<file path="config.mk">
export PLATFORM = sky130hd
export DESIGN_NAME = display_formatter
export DESIGN_NICKNAME = d
export VERILOG_FILES = /design/src/rtl/display_pkg.sv /design/src/rtl/bin2bcd_seq.sv /design/src/rtl/display_formatter.sv
export SDC_FILE = /design/constraint.sdc
export NUM_CORES = 1
export LEC_CHECK = 0
export CAP_MARGIN = 20
export CORE_ASPECT_RATIO = 2
export CORE_MARGIN = 2
export CORE_UTILIZATION = 30
export CTS_CLUSTER_SIZE = 30
export DETAILED_ROUTE_END_ITERATION = 10
export GPL_ROUTABILITY_DRIVEN = 0
export PLACE_DENSITY = 0.56
export SYNTH_ARGS = -nofsm -noshare
export SYNTH_HDL_FRONTEND = slang
export SYNTH_SLANG_ARGS = --single-unit
</file>
<file path="constraint.sdc">
create_clock -name clk -period 9.8 [get_ports clk]
set_input_delay 0.98 -clock clk [delete_from_list [all_inputs] [get_ports clk]]
set_output_delay 0.98 -clock clk [all_outputs]
set_load 0.005 [all_outputs]
</file>
<file path="src/rtl/display_pkg.sv">
// display_pkg: shared constants and types for the seven-segment display formatter.
//   CODE_*   : digit codes driven onto seg_codes beyond plain decimal digits
//   state_e  : control FSM states of display_formatter
//   bcd_digit_t : one packed BCD digit
package display_pkg;

  typedef logic [3:0] bcd_digit_t;

  localparam bcd_digit_t CODE_BLANK = 4'd10;
  localparam bcd_digit_t CODE_MINUS = 4'd11;
  localparam bcd_digit_t CODE_ERR   = 4'd12;

  typedef enum logic [1:0] {
    ST_IDLE    = 2'd0,
    ST_CONVERT = 2'd1,
    ST_ROUND   = 2'd2,
    ST_FORMAT  = 2'd3
  } state_e;

endpackage

</file>
<file path="src/rtl/bin2bcd_seq.sv">
// bin2bcd_seq: iterative double-dabble binary to BCD converter, one bit per cycle.
// Ports:
//   clk, rst_n : clock, synchronous active-low reset
//   start_i    : load data_i and begin (ignored while busy)
//   data_i     : binary magnitude
//   busy_o     : conversion in progress
//   done_o     : one-cycle pulse, bcd_o valid from this cycle until next start
//   bcd_o      : BCD result, digit k in bits [4k+3:4k]
module bin2bcd_seq
  import display_pkg::*;
#(
  parameter int unsigned DATA_W     = 25,
  parameter int unsigned BCD_DIGITS = 8
) (
  input  logic                    clk,
  input  logic                    rst_n,
  input  logic                    start_i,
  input  logic [DATA_W-1:0]       data_i,
  output logic                    busy_o,
  output logic                    done_o,
  output logic [4*BCD_DIGITS-1:0] bcd_o
);

  localparam int unsigned BCD_W = 4 * BCD_DIGITS;
  localparam int unsigned CNT_W = $clog2(DATA_W + 1);

  logic [DATA_W-1:0] bin_q, bin_d;
  logic [BCD_W-1:0]  bcd_q, bcd_d;
  logic [BCD_W-1:0]  adj;
  logic [CNT_W-1:0]  cnt_q, cnt_d;
  logic              busy_q, busy_d;
  logic              done_q, done_d;

  // Add-3 correction on every digit >= 5, then shift {bcd, bin} left by one.
  always_comb begin
    adj = bcd_q;
    for (int unsigned k = 0; k < BCD_DIGITS; k++) begin
      bcd_digit_t dig;
      dig = bcd_q[4*k +: 4];
      if (dig >= 4'd5) adj[4*k +: 4] = dig + 4'd3;
    end

    bin_d  = bin_q;
    bcd_d  = bcd_q;
    cnt_d  = cnt_q;
    busy_d = busy_q;
    done_d = 1'b0;

    if (busy_q) begin
      {bcd_d, bin_d} = {adj[BCD_W-2:0], bin_q, 1'b0};
      cnt_d          = cnt_q - CNT_W'(1);
      if (cnt_q == CNT_W'(1)) begin
        busy_d = 1'b0;
        done_d = 1'b1;
      end
    end else if (start_i) begin
      bin_d  = data_i;
      bcd_d  = '0;
      cnt_d  = CNT_W'(DATA_W);
      busy_d = 1'b1;
    end
  end

  always_ff @(posedge clk) begin
    if (!rst_n) begin
      bin_q  <= '0;
      bcd_q  <= '0;
      cnt_q  <= '0;
      busy_q <= 1'b0;
      done_q <= 1'b0;
    end else begin
      bin_q  <= bin_d;
      bcd_q  <= bcd_d;
      cnt_q  <= cnt_d;
      busy_q <= busy_d;
      done_q <= done_d;
    end
  end

  assign busy_o = busy_q;
  assign done_o = done_q;
  assign bcd_o  = bcd_q;

endmodule

</file>
<file path="src/rtl/display_formatter.sv">
// display_formatter: converts a signed fixed-point magnitude (value = data / 10^FRAC_DIGITS)
// to NUM_DIGITS seven-segment digit codes with sign, blanking, trailing-zero trim,
// decimal point and overflow indication.
// Ports:
//   clk, rst_n : clock, synchronous active-low reset
//   in_valid   : data/neg valid;  in_ready : idle and accepting
//   data, neg  : unsigned magnitude and sign (1 = negative)
//   seg_codes  : digit codes, leftmost position in MSBs (0-9, 10 blank, 11 minus, 12 'E')
//   dp_pos     : one-hot decimal point, bit i = right of position i (0 = rightmost)
//   reg_neg    : displayed sign;  ovf : integer part does not fit
//   done       : one-cycle pulse when the outputs update
// Build option: define DISPLAY_ROUND_EN to round half-up at the last shown digit
// (adds a ROUND state, one extra cycle of latency).
module display_formatter
  import display_pkg::*;
#(
  parameter int unsigned DATA_W      = 25,
  parameter int unsigned FRAC_DIGITS = 3,
  parameter int unsigned NUM_DIGITS  = 4,
  parameter int unsigned BCD_DIGITS  = 8
) (
  input  logic                    clk,
  input  logic                    rst_n,
  input  logic                    in_valid,
  output logic                    in_ready,
  input  logic [DATA_W-1:0]       data,
  input  logic                    neg,
  output logic [4*NUM_DIGITS-1:0] seg_codes,
  output logic [NUM_DIGITS-1:0]   dp_pos,
  output logic                    reg_neg,
  output logic                    ovf,
  output logic                    done
);

  localparam int unsigned BCD_W = 4 * BCD_DIGITS;
  localparam int unsigned SEG_W = 4 * NUM_DIGITS;

  state_e            state_q, state_d;
  logic              in_ready_q, in_ready_d;
  logic              neg_q, neg_d;
  logic [SEG_W-1:0]  seg_q, seg_d;
  logic [NUM_DIGITS-1:0] dp_q, dp_d;
  logic              reg_neg_q, reg_neg_d;
  logic              ovf_q, ovf_d;
  logic              done_q, done_d;

  logic              accept;
  logic              conv_busy, conv_done;
  logic [BCD_W-1:0]  conv_bcd;
  logic [BCD_W-1:0]  fmt_bcd;

  // Integer digit count without leading zeros, at least 1.
  function automatic int unsigned int_digits(input logic [BCD_W-1:0] b);
    int unsigned n;
    n = 1;
    for (int unsigned k = FRAC_DIGITS; k < BCD_DIGITS; k++)
      if (b[4*k +: 4] != 4'd0) n = k - FRAC_DIGITS + 1;
    return n;
  endfunction

  // Overflow and shown-fraction count for a BCD value with the given effective sign.
  function automatic void analyse(input logic [BCD_W-1:0] b, input logic sgn,
                                  output logic ov, output int unsigned s);
    int unsigned idig, fdig, p;
    logic        found;
    idig  = int_digits(b);
    fdig  = 0;
    found = 1'b0;
    for (int unsigned k = 0; k < FRAC_DIGITS; k++) begin
      if (!found && b[4*k +: 4] != 4'd0) begin
        fdig  = FRAC_DIGITS - k;
        found = 1'b1;
      end
    end
    p  = NUM_DIGITS - 32'(sgn);
    ov = idig > p;
    s  = 0;
    if (!ov) s = (fdig < p - idig) ? fdig : p - idig;
  endfunction

  assign accept = in_valid && in_ready_q && !conv_busy;

  bin2bcd_seq #(
    .DATA_W     (DATA_W),
    .BCD_DIGITS (BCD_DIGITS)
  ) u_conv (
    .clk     (clk),
    .rst_n   (rst_n),
    .start_i (accept),
    .data_i  (data),
    .busy_o  (conv_busy),
    .done_o  (conv_done),
    .bcd_o   (conv_bcd)
  );

`ifdef DISPLAY_ROUND_EN
  logic [BCD_W-1:0] rbcd_q, rbcd_d;

  // Drop digits below the last shown one; add one there if the first dropped digit >= 5.
  function automatic logic [BCD_W-1:0] round_bcd(input logic [BCD_W-1:0] b, input logic sgn);
    logic [BCD_W-1:0] r;
    logic             ov, carry;
    logic [4:0]       t;
    int unsigned      s, keep;
    r = b;
    analyse(b, sgn, ov, s);
    if (!ov && s < FRAC_DIGITS) begin
      keep  = FRAC_DIGITS - s;
      carry = 1'b0;
      for (int unsigned k = 0; k < BCD_DIGITS; k++) begin
        if (k + 1 == keep) carry = (b[4*k +: 4] >= 4'd5);
        if (k < keep) begin
          r[4*k +: 4] = 4'd0;
        end else begin
          t = {1'b0, r[4*k +: 4]} + {4'd0, carry};
          if (t > 5'd9) begin
            r[4*k +: 4] = 4'd0;
            carry       = 1'b1;
          end else begin
            r[4*k +: 4] = t[3:0];
            carry       = 1'b0;
          end
        end
      end
    end
    return r;
  endfunction

  always_comb begin
    rbcd_d = rbcd_q;
    if (state_q == ST_ROUND) rbcd_d = round_bcd(conv_bcd, neg_q && (conv_bcd != '0));
  end

  always_ff @(posedge clk) begin
    if (!rst_n) rbcd_q <= '0;
    else        rbcd_q <= rbcd_d;
  end

  assign fmt_bcd = rbcd_q;
`else
  assign fmt_bcd = conv_bcd;
`endif

  // Display image of fmt_bcd; registered only in FORMAT.
  logic              f_sgn, f_ovf;
  int unsigned       f_idig, f_s;
  logic [BCD_W-1:0]  f_shift;
  logic [SEG_W-1:0]  f_seg;
  logic [NUM_DIGITS-1:0] f_dp;

  always_comb begin
    f_sgn  = neg_q && (fmt_bcd != '0);
    analyse(fmt_bcd, f_sgn, f_ovf, f_s);
    f_idig = int_digits(fmt_bcd);
    // Align so the lowest shown digit lands at position 0.
    f_shift = fmt_bcd >> (4 * (FRAC_DIGITS - f_s));
    f_seg   = {NUM_DIGITS{CODE_BLANK}};
    f_dp    = '0;
    if (f_ovf) begin
      f_seg = {NUM_DIGITS{CODE_ERR}};
    end else begin
      for (int unsigned p = 0; p < NUM_DIGITS; p++)
        if (p < f_idig + f_s) f_seg[4*p +: 4] = f_shift[4*p +: 4];
      if (f_sgn) f_seg[4*(NUM_DIGITS-1) +: 4] = CODE_MINUS;
      if (f_s != 0) f_dp = NUM_DIGITS'(1) << f_s;
    end
  end

  // Control FSM: IDLE -> CONVERT -> [ROUND] -> FORMAT -> IDLE.
  always_comb begin
    state_d   = state_q;
    neg_d     = neg_q;
    seg_d     = seg_q;
    dp_d      = dp_q;
    reg_neg_d = reg_neg_q;
    ovf_d     = ovf_q;
    done_d    = 1'b0;

    case (state_q)
      ST_IDLE: begin
        if (accept) begin
          state_d = ST_CONVERT;
          neg_d   = neg;
        end
      end
      ST_CONVERT: begin
        if (conv_done) begin
`ifdef DISPLAY_ROUND_EN
          state_d = ST_ROUND;
`else
          state_d = ST_FORMAT;
`endif
        end
      end
      ST_ROUND: state_d = ST_FORMAT;
      ST_FORMAT: begin
        state_d   = ST_IDLE;
        seg_d     = f_seg;
        dp_d      = f_dp;
        reg_neg_d = f_sgn;
        ovf_d     = f_ovf;
        done_d    = 1'b1;
      end
      default: state_d = ST_IDLE;
    endcase

    in_ready_d = (state_d == ST_IDLE);
  end

  always_ff @(posedge clk) begin
    if (!rst_n) begin
      state_q    <= ST_IDLE;
      in_ready_q <= 1'b0;
      neg_q      <= 1'b0;
      seg_q      <= {NUM_DIGITS{CODE_BLANK}};
      dp_q       <= '0;
      reg_neg_q  <= 1'b0;
      ovf_q      <= 1'b0;
      done_q     <= 1'b0;
    end else begin
      state_q    <= state_d;
      in_ready_q <= in_ready_d;
      neg_q      <= neg_d;
      seg_q      <= seg_d;
      dp_q       <= dp_d;
      reg_neg_q  <= reg_neg_d;
      ovf_q      <= ovf_d;
      done_q     <= done_d;
    end
  end

  assign in_ready  = in_ready_q;
  assign seg_codes = seg_q;
  assign dp_pos    = dp_q;
  assign reg_neg   = reg_neg_q;
  assign ovf       = ovf_q;
  assign done      = done_q;

endmodule

</file>
After elaboration in Yosys (flattened, before gate mapping). Index checks and enable logic that the tools add are counted.

Shifts and indexed selects: 2. Bitwise operators: 1. Equal/unequal tests: 4. Reductions and logical operators: 23. Mux-type cells: 41. Add/subtract/negate cells: 13. Magnitude comparators: 14.

Operator list (number): 32-bit two-way mux (8); 1-bit by 32-bit < comparator with 1-bit output (first input constant) (2); 2-bit by 32-bit < comparator with 1-bit output (first input constant) (2); 32-bit nonzero test (2); 4-bit two-way mux (14); 25-bit two-way mux (2); 32-bit adder (1); 4-bit by 3-bit >= comparator with 1-bit output (second input constant) (8); 32-bit > comparator (1); 32-bit < comparator (1); 1-bit by 32-bit left shift with 4-bit output (first input constant) (1); 32-bit by 32-bit >> shifter with 16-bit output (1); 32-bit subtractor (1); 2-bit by 30-bit subtractor with 30-bit output (first input constant) (1); 4-bit by 2-bit adder with 4-bit output (second input constant) (7); 4-bit nonzero test (7); 16-bit two-way mux (1); 2-bit two-way mux (5); 5-bit two-way mux (2); 2-bit case mux with 4 select lines (1); 1-bit two-way mux (7); 5-bit by 1-bit == test with 1-bit output (second input constant) (1); 1-bit logical AND (5); 5-bit by 1-bit subtractor with 5-bit output (second input constant) (1); other kinds (11) (16).

Word-level logic and storage cells: 112. Output and inout bits: 24. Bits of input ports: 29. Bits in registers: 91.

Depth between registers and ports, before layout.
Depth in word-level cells: 16. Depth in mapped cells: 25. Mapped depth without buffers: 23.

Modules after synthesis. A second synthesis with hierarchy kept.

Cell total of the unflattened synthesis: 643. Area total of the unflattened synthesis: 5524.0 um^2.

Modules (own cells, without submodules): bin2bcd_seq (area each 3509.6 um^2, cells an instance 411, times used 1, sequential area each 1281.2 um^2); display_formatter (area each 2014.4 um^2, cells an instance 232, times used 1, sequential area each 540.5 um^2).

Worst setup path before layout. Ideal clock, no wire load.

Path type: register -> register. From: register u_conv.bcd_q[0], in the netlist u_conv.bcd_o[0]. To: register seg_q[0], in the netlist seg_codes[0]. Setup slack: 4245 ps. Period minus slack after synthesis: 5555 ps. Path buffers: 2. Library setup time: 117 ps. Data required time: 9683 ps. Cell stages (with the launch flop): 20. Arrival time: 5437 ps. Cell sequence: dfxtp_1 -> inv_1 -> ha_1 -> nor3b_1 -> nand2_1 -> o41ai_2 -> ha_1 -> fa_1 -> ha_1 -> nor2_1 -> a2111oi_2 -> o32a_1 -> buf_4 -> buf_2 -> inv_1 -> ha_1 -> fa_1 -> mux2_2 -> or3_1 -> a32o_1.

Cells in the longest elaborated chain, start to end: 15. Elaborated cells between the ends (all ways): 24. Those cells by class: add/sub: 4; order compare: 3; shift: 1; mux: 9; reduce/logical: 7.

Ends and longest elaborated chain: start: declaration (RTL line bin2bcd_seq.sv:28) `logic [BCD_W-1:0] bcd_q, bcd_d;`; start signal: assignment (RTL line bin2bcd_seq.sv:67) `bcd_q <= '0;`; start signal: assignment (RTL line bin2bcd_seq.sv:73) `bcd_q <= bcd_d;`; branches (longest 14 deep; another with 32-bit subtractor); 16-bit two-way mux (*) (RTL line display_formatter.sv:159) `if (f_ovf) begin`; end signal: assignment (RTL line display_formatter.sv:215) `seg_q <= {NUM_DIGITS{CODE_BLANK}};`; end signal: assignment (RTL line display_formatter.sv:224) `seg_q <= seg_d;`; end: declaration (RTL line display_formatter.sv:41) `logic [SEG_W-1:0] seg_q, seg_d;`.

Mark *: on every way between the ends. A chain may end at the register's enable or synchronous reset.

Worst setup path after layout.
From: register u_conv.bcd_q[0], in the netlist u_conv.bcd_o[0]. To: register seg_q[3], in the netlist seg_codes[3].

Same word-level chain as after synthesis.

==> metrics.md <==
| Metric | Value |
|---|---|
| Worst Path Arrival | `about 6.9 ns` |
| Final setup viols | `0` |
| Fmax | `about 150 MHz` |
| Post-synthesis register bit count | `a little over 90` |
| Synth Cell Area | `between 5000 and 6000 um2` |
| CTS tree | `done` |
| Die area | `~18000 um2` |
| Vias per cell | `between 5 and 6` |
| Crit Path Class | `reg -> reg` |
| Area growth syn-to-layout | `19.61%` |
| Comb pwr share | `~20%` |
| Net Sw Frac | `29.65%` |
| Nets@finish | `about 760` |
| GRT Total Usage | `around 14%` |
| Max Slew Vio Count | `0` |
| WL/cell | `around 14 um` |
| Clock Tree Root | `clkbuf_16` |
| Power Density | `around 160 nW/um2` |
| Critical Path RT | `slightly above 10 ns` |
| Bufs and invs on worst path | `3` |
| Sequential share of power | `a little over two fifths` |
| Leak Pwr | `2.390 nW` |
| Post-CTS Resized | `0` |
| Clk pin slew, worst setup/hold paths | `around 0.070 ns` |
| Share of layout cells above drive strength 1 | `approximately 4.6%` |
| Row cnt | `just under 70` |
| First-pass GRT wire length | `about 22 mm` |
| Post-synth EDFFs | `0` |
| Total negative slack | `0 ns` |
| Cell repeated most along the worst path | `ha_1` |
| Fillers | `approximately 1.8k` |
| Synth area leaders | `dfxtp_1, ha_1, a21oi_1` |
| Antenna viol nets, final | `0` |
| Synthesized netlist cell count | `between 600 and 700` |
| CTS Buf Count | `9` |
| Maximum clock path buffer count | `2` |
| Initial Util | `a little under a third` |
| Startpoint class of the critical path | `flop` |
| Internal Dissipation | `a little under 0.0007 W` |
| Mean Syn Cell Area | `7.857 um2` |
| Total Power | `0.0009889 W` |
| Inst Count DP | `around 890` |
| Number of global-route vias before repair | `~4.3k` |
| Vias | `4631` |
| Worst Skew | `roughly 0.0068 ns` |
| Yosys top cell by area | `dfxtp_1` |
| Hold buffers post-CTS | `0` |
| Maximum VDD drop | `about 100 uV` |
| Place WS | `a little under 3 ns` |
| Worst-margin pin slew | `roughly 0.90 ns` |
| Syn. warnings | `0` |
| Die Span X | `between 90 and 100 um` |
| Power share of the clock group | `approximately two fifths` |
| Non-filler instance count after layout | `just over 900` |
| PortBufs | `52` |
| Sw Pwr | `0.0002932 W` |
| Skew-Pair Late Insertion Delay | `0.34 ns` |
| Clk sink count | `between 90 and 100` |
| N_diodes | `0` |
| Top Family by Delay on Critical Path | `simple AND/OR/NAND/NOR gates` |
| Total grt overflow | `0` |
| Final Cycle Share | `about two thirds` |
| CP max FO | `11` |
| H-tree Lvls | `3` |
| Cell Chain, Critical Path | `inv_1 -> ha_1 -> nor3b_1 -> nand2_1 -> o41ai_2 -> clkbuf_4 -> ha_1 -> fa_1 -> ha_1 -> nor2_1 -> a2111oi_2 -> a221oi_1 -> nor2_1 -> clkinv_1 -> ha_1 -> a21oi_1 -> nand2_1 -> mux2_2 -> nor3_1 -> nor2_1 -> o21ai_0 -> o22a_1` |
| RSZ-0062 raised after global routing | `false` |
| Outcome | `completed` |
| Library cells used by synthesis | `55` |
| Ys flop type | `dfxtp_1` |
| Slew margin rel. | `between 30% and 40%` |
| Endpoint class of the critical path | `flop` |
| CP max stage cell | `nor2_1` |
| Worst min path class | `reg -> reg` |
| Largest net degree at the start of global routing | `80` |
| Synth top area share | `35.08%` |
| Max-Cap Viols | `0` |
| Asr flop ratio synth | `0%` |
| Iter 0 DRT Violations | `about 240` |
| Post-DP HPWL | `approximately 9.4 mm` |
| Antenna violations before repair | `0` |
| Setup Buffers After CTS | `0` |
| Hold violation count in the final report | `0` |
| Minimum clock period | `~6.6 ns` |
| Sequential share of the synthesized area | `35.08%` |
| # DRC | `0` |
| TritonRoute pass-1 iters | `7` |
| Delay of the slowest critical-path stage | `between 0.7 and 0.8 ns` |
| Die Y-Extent | `around 190 um` |
| Final WS setup | `between 3 and 4 ns` |
| CORE AREA | `about 17000 um2` |
| I/O Pins | `53` |
| Drt total wl | `approximately 13 mm` |
==> placed cells by master, fill, tap and decap left out, types with 5 or more instances in the layout <==
cell             synthesis  final
dfxtp_1                 91     90
o21ai_0                 40     40
o22a_1                   6      6
a21oi_1                 89     89
ha_1                    36     36
nor2_1                  70     70
nor3b_1                 13     13
nand3_1                 35     35
nand2_1                 81     81
o211ai_1                 5      5
mux2i_1                 26     26
inv_1                   29     29
clkbuf_16                0      9
clkdlybuf4s50_1          0     52
nand3b_1                 6      6
nand2b_1                14     14
xnor2_1                  8      8
buf_4                    2      7
a32o_1                   5      5
nor3_1                  12     12
==> power by group through the flow <==
stage               clock, W  sequential (W)  combinational [W]
finish              0.000377        0.000414           0.000198
CTS                 0.000386        0.000414           0.000198
global placement           0        0.000422           0.000194
global route        0.000399        0.000418           0.000228
floorplan                  0        0.000418           0.000147
detailed placement         0        0.000422           0.000197
==> routing by layer <==
| layer | wire length (um) | GRT usage (%) |
|---|---|---|
| met1 | 6313 | 19.43 |
| met2 | 5990 | 23.29 |
| met3 | 523 | 2.388 |
| met4 | 201 | 3.684 |
| met5 | 0 | 0 |
==> worst paths after layout <==
path                   startpoint              end  slack (ns)  depth (start not counted)
setup / recovery  u_conv.bcd_o[0]     seg_codes[3]        3.18                         22
hold / removal    u_conv.bin_q[0]  u_conv.bin_q[0]        0.46                          2
setup reg to reg  u_conv.bcd_o[0]     seg_codes[3]        3.18                         22
hold reg to reg   u_conv.bin_q[0]  u_conv.bin_q[0]        0.46                          2
==> tightest hold or removal path, cell delays in order (launching register included) <==
cell and delay, ns:
dfxtp_1 0.32, nand2_1 0.05, a21oi_1 0.05
==> synth_stat cells (all sizes together), types with 2 or more instances <==
cell type  count
xnor2          8
mux2i         26
o2bb2ai        4
nand3         35
a311oi         2
a31oi          2
ha            36
nand2         81
a221oi         3
nor3b         14
buf           10
nand2b        14
nor2b          2
mux2           2
fa             3
o21ai         41
clkbuf        30
inv           29
o22ai          2
o31ai          3
nand3b         6
a211oi         4
and2           2
a211o          2
o22a           6
dfxtp         91
o211ai         5
nor2          70
nor3          12
xor2           2
a21o           3
a32o           5
a311o          2
a21oi         89
==> metrics by stage <==
step | util (%) | hold WS, ns | cell area, um2
final | 36.33 | 0.4640 | 6212
after global routing | 36.33 | 0.4854 | 6212
after CTS | 36.19 | 0.4648 | 6190
after detailed placement | 34.30 | 0.4543 | 5866
after global placement | 34.30 | 0.4457 | 5866
after floorplan | - | 0.4349 | 5197
==> layout make-up <==
type	instances	area [um2]	area share [%]
sequential	91	1823	29.35
tap	210	262.8	4.230
timing repair buffer	61	595.6	9.587
clock inverter	7	98.84	1.591
inverter	30	112.6	1.813
multi-input combinational	501	3094	49.81
clock buffer	9	225.2	3.625
==> logic make-up (layout without fill, tap and decap cells) <==
logic type | Yosys count | in the layout | share of synthesized area (%)
adder cells (fa/ha/maj) | 39 | 39 | 9.829
XOR/XNOR | 10 | 10 | 1.686
other | 1 | 2 | 0.07220
flip-flops | 91 | 91 | 35.08
AO/OA/AOI/OAI | 180 | 180 | 20.91
buffers and inverters | 70 | 107 | 5.420
multiplexers | 28 | 28 | 5.517
AND/OR/NAND/NOR | 242 | 242 | 21.49
==> flip-flops by register name (all words and copies together), names as in the netlist <==
| register | count |
|---|---|
| ovf | 1 |
| u_conv.cnt_q | 5 |
| state_q | 2 |
| dp_pos | 4 |
| neg_q | 1 |
| u_conv.bcd_o | 32 |
| done | 1 |
| in_ready | 1 |
| u_conv.done_o | 1 |
| seg_codes | 16 |
| u_conv.bin_q | 25 |
| u_conv.busy_o | 1 |
| reg_neg | 1 |
Power figures use the tool's default switching activity.
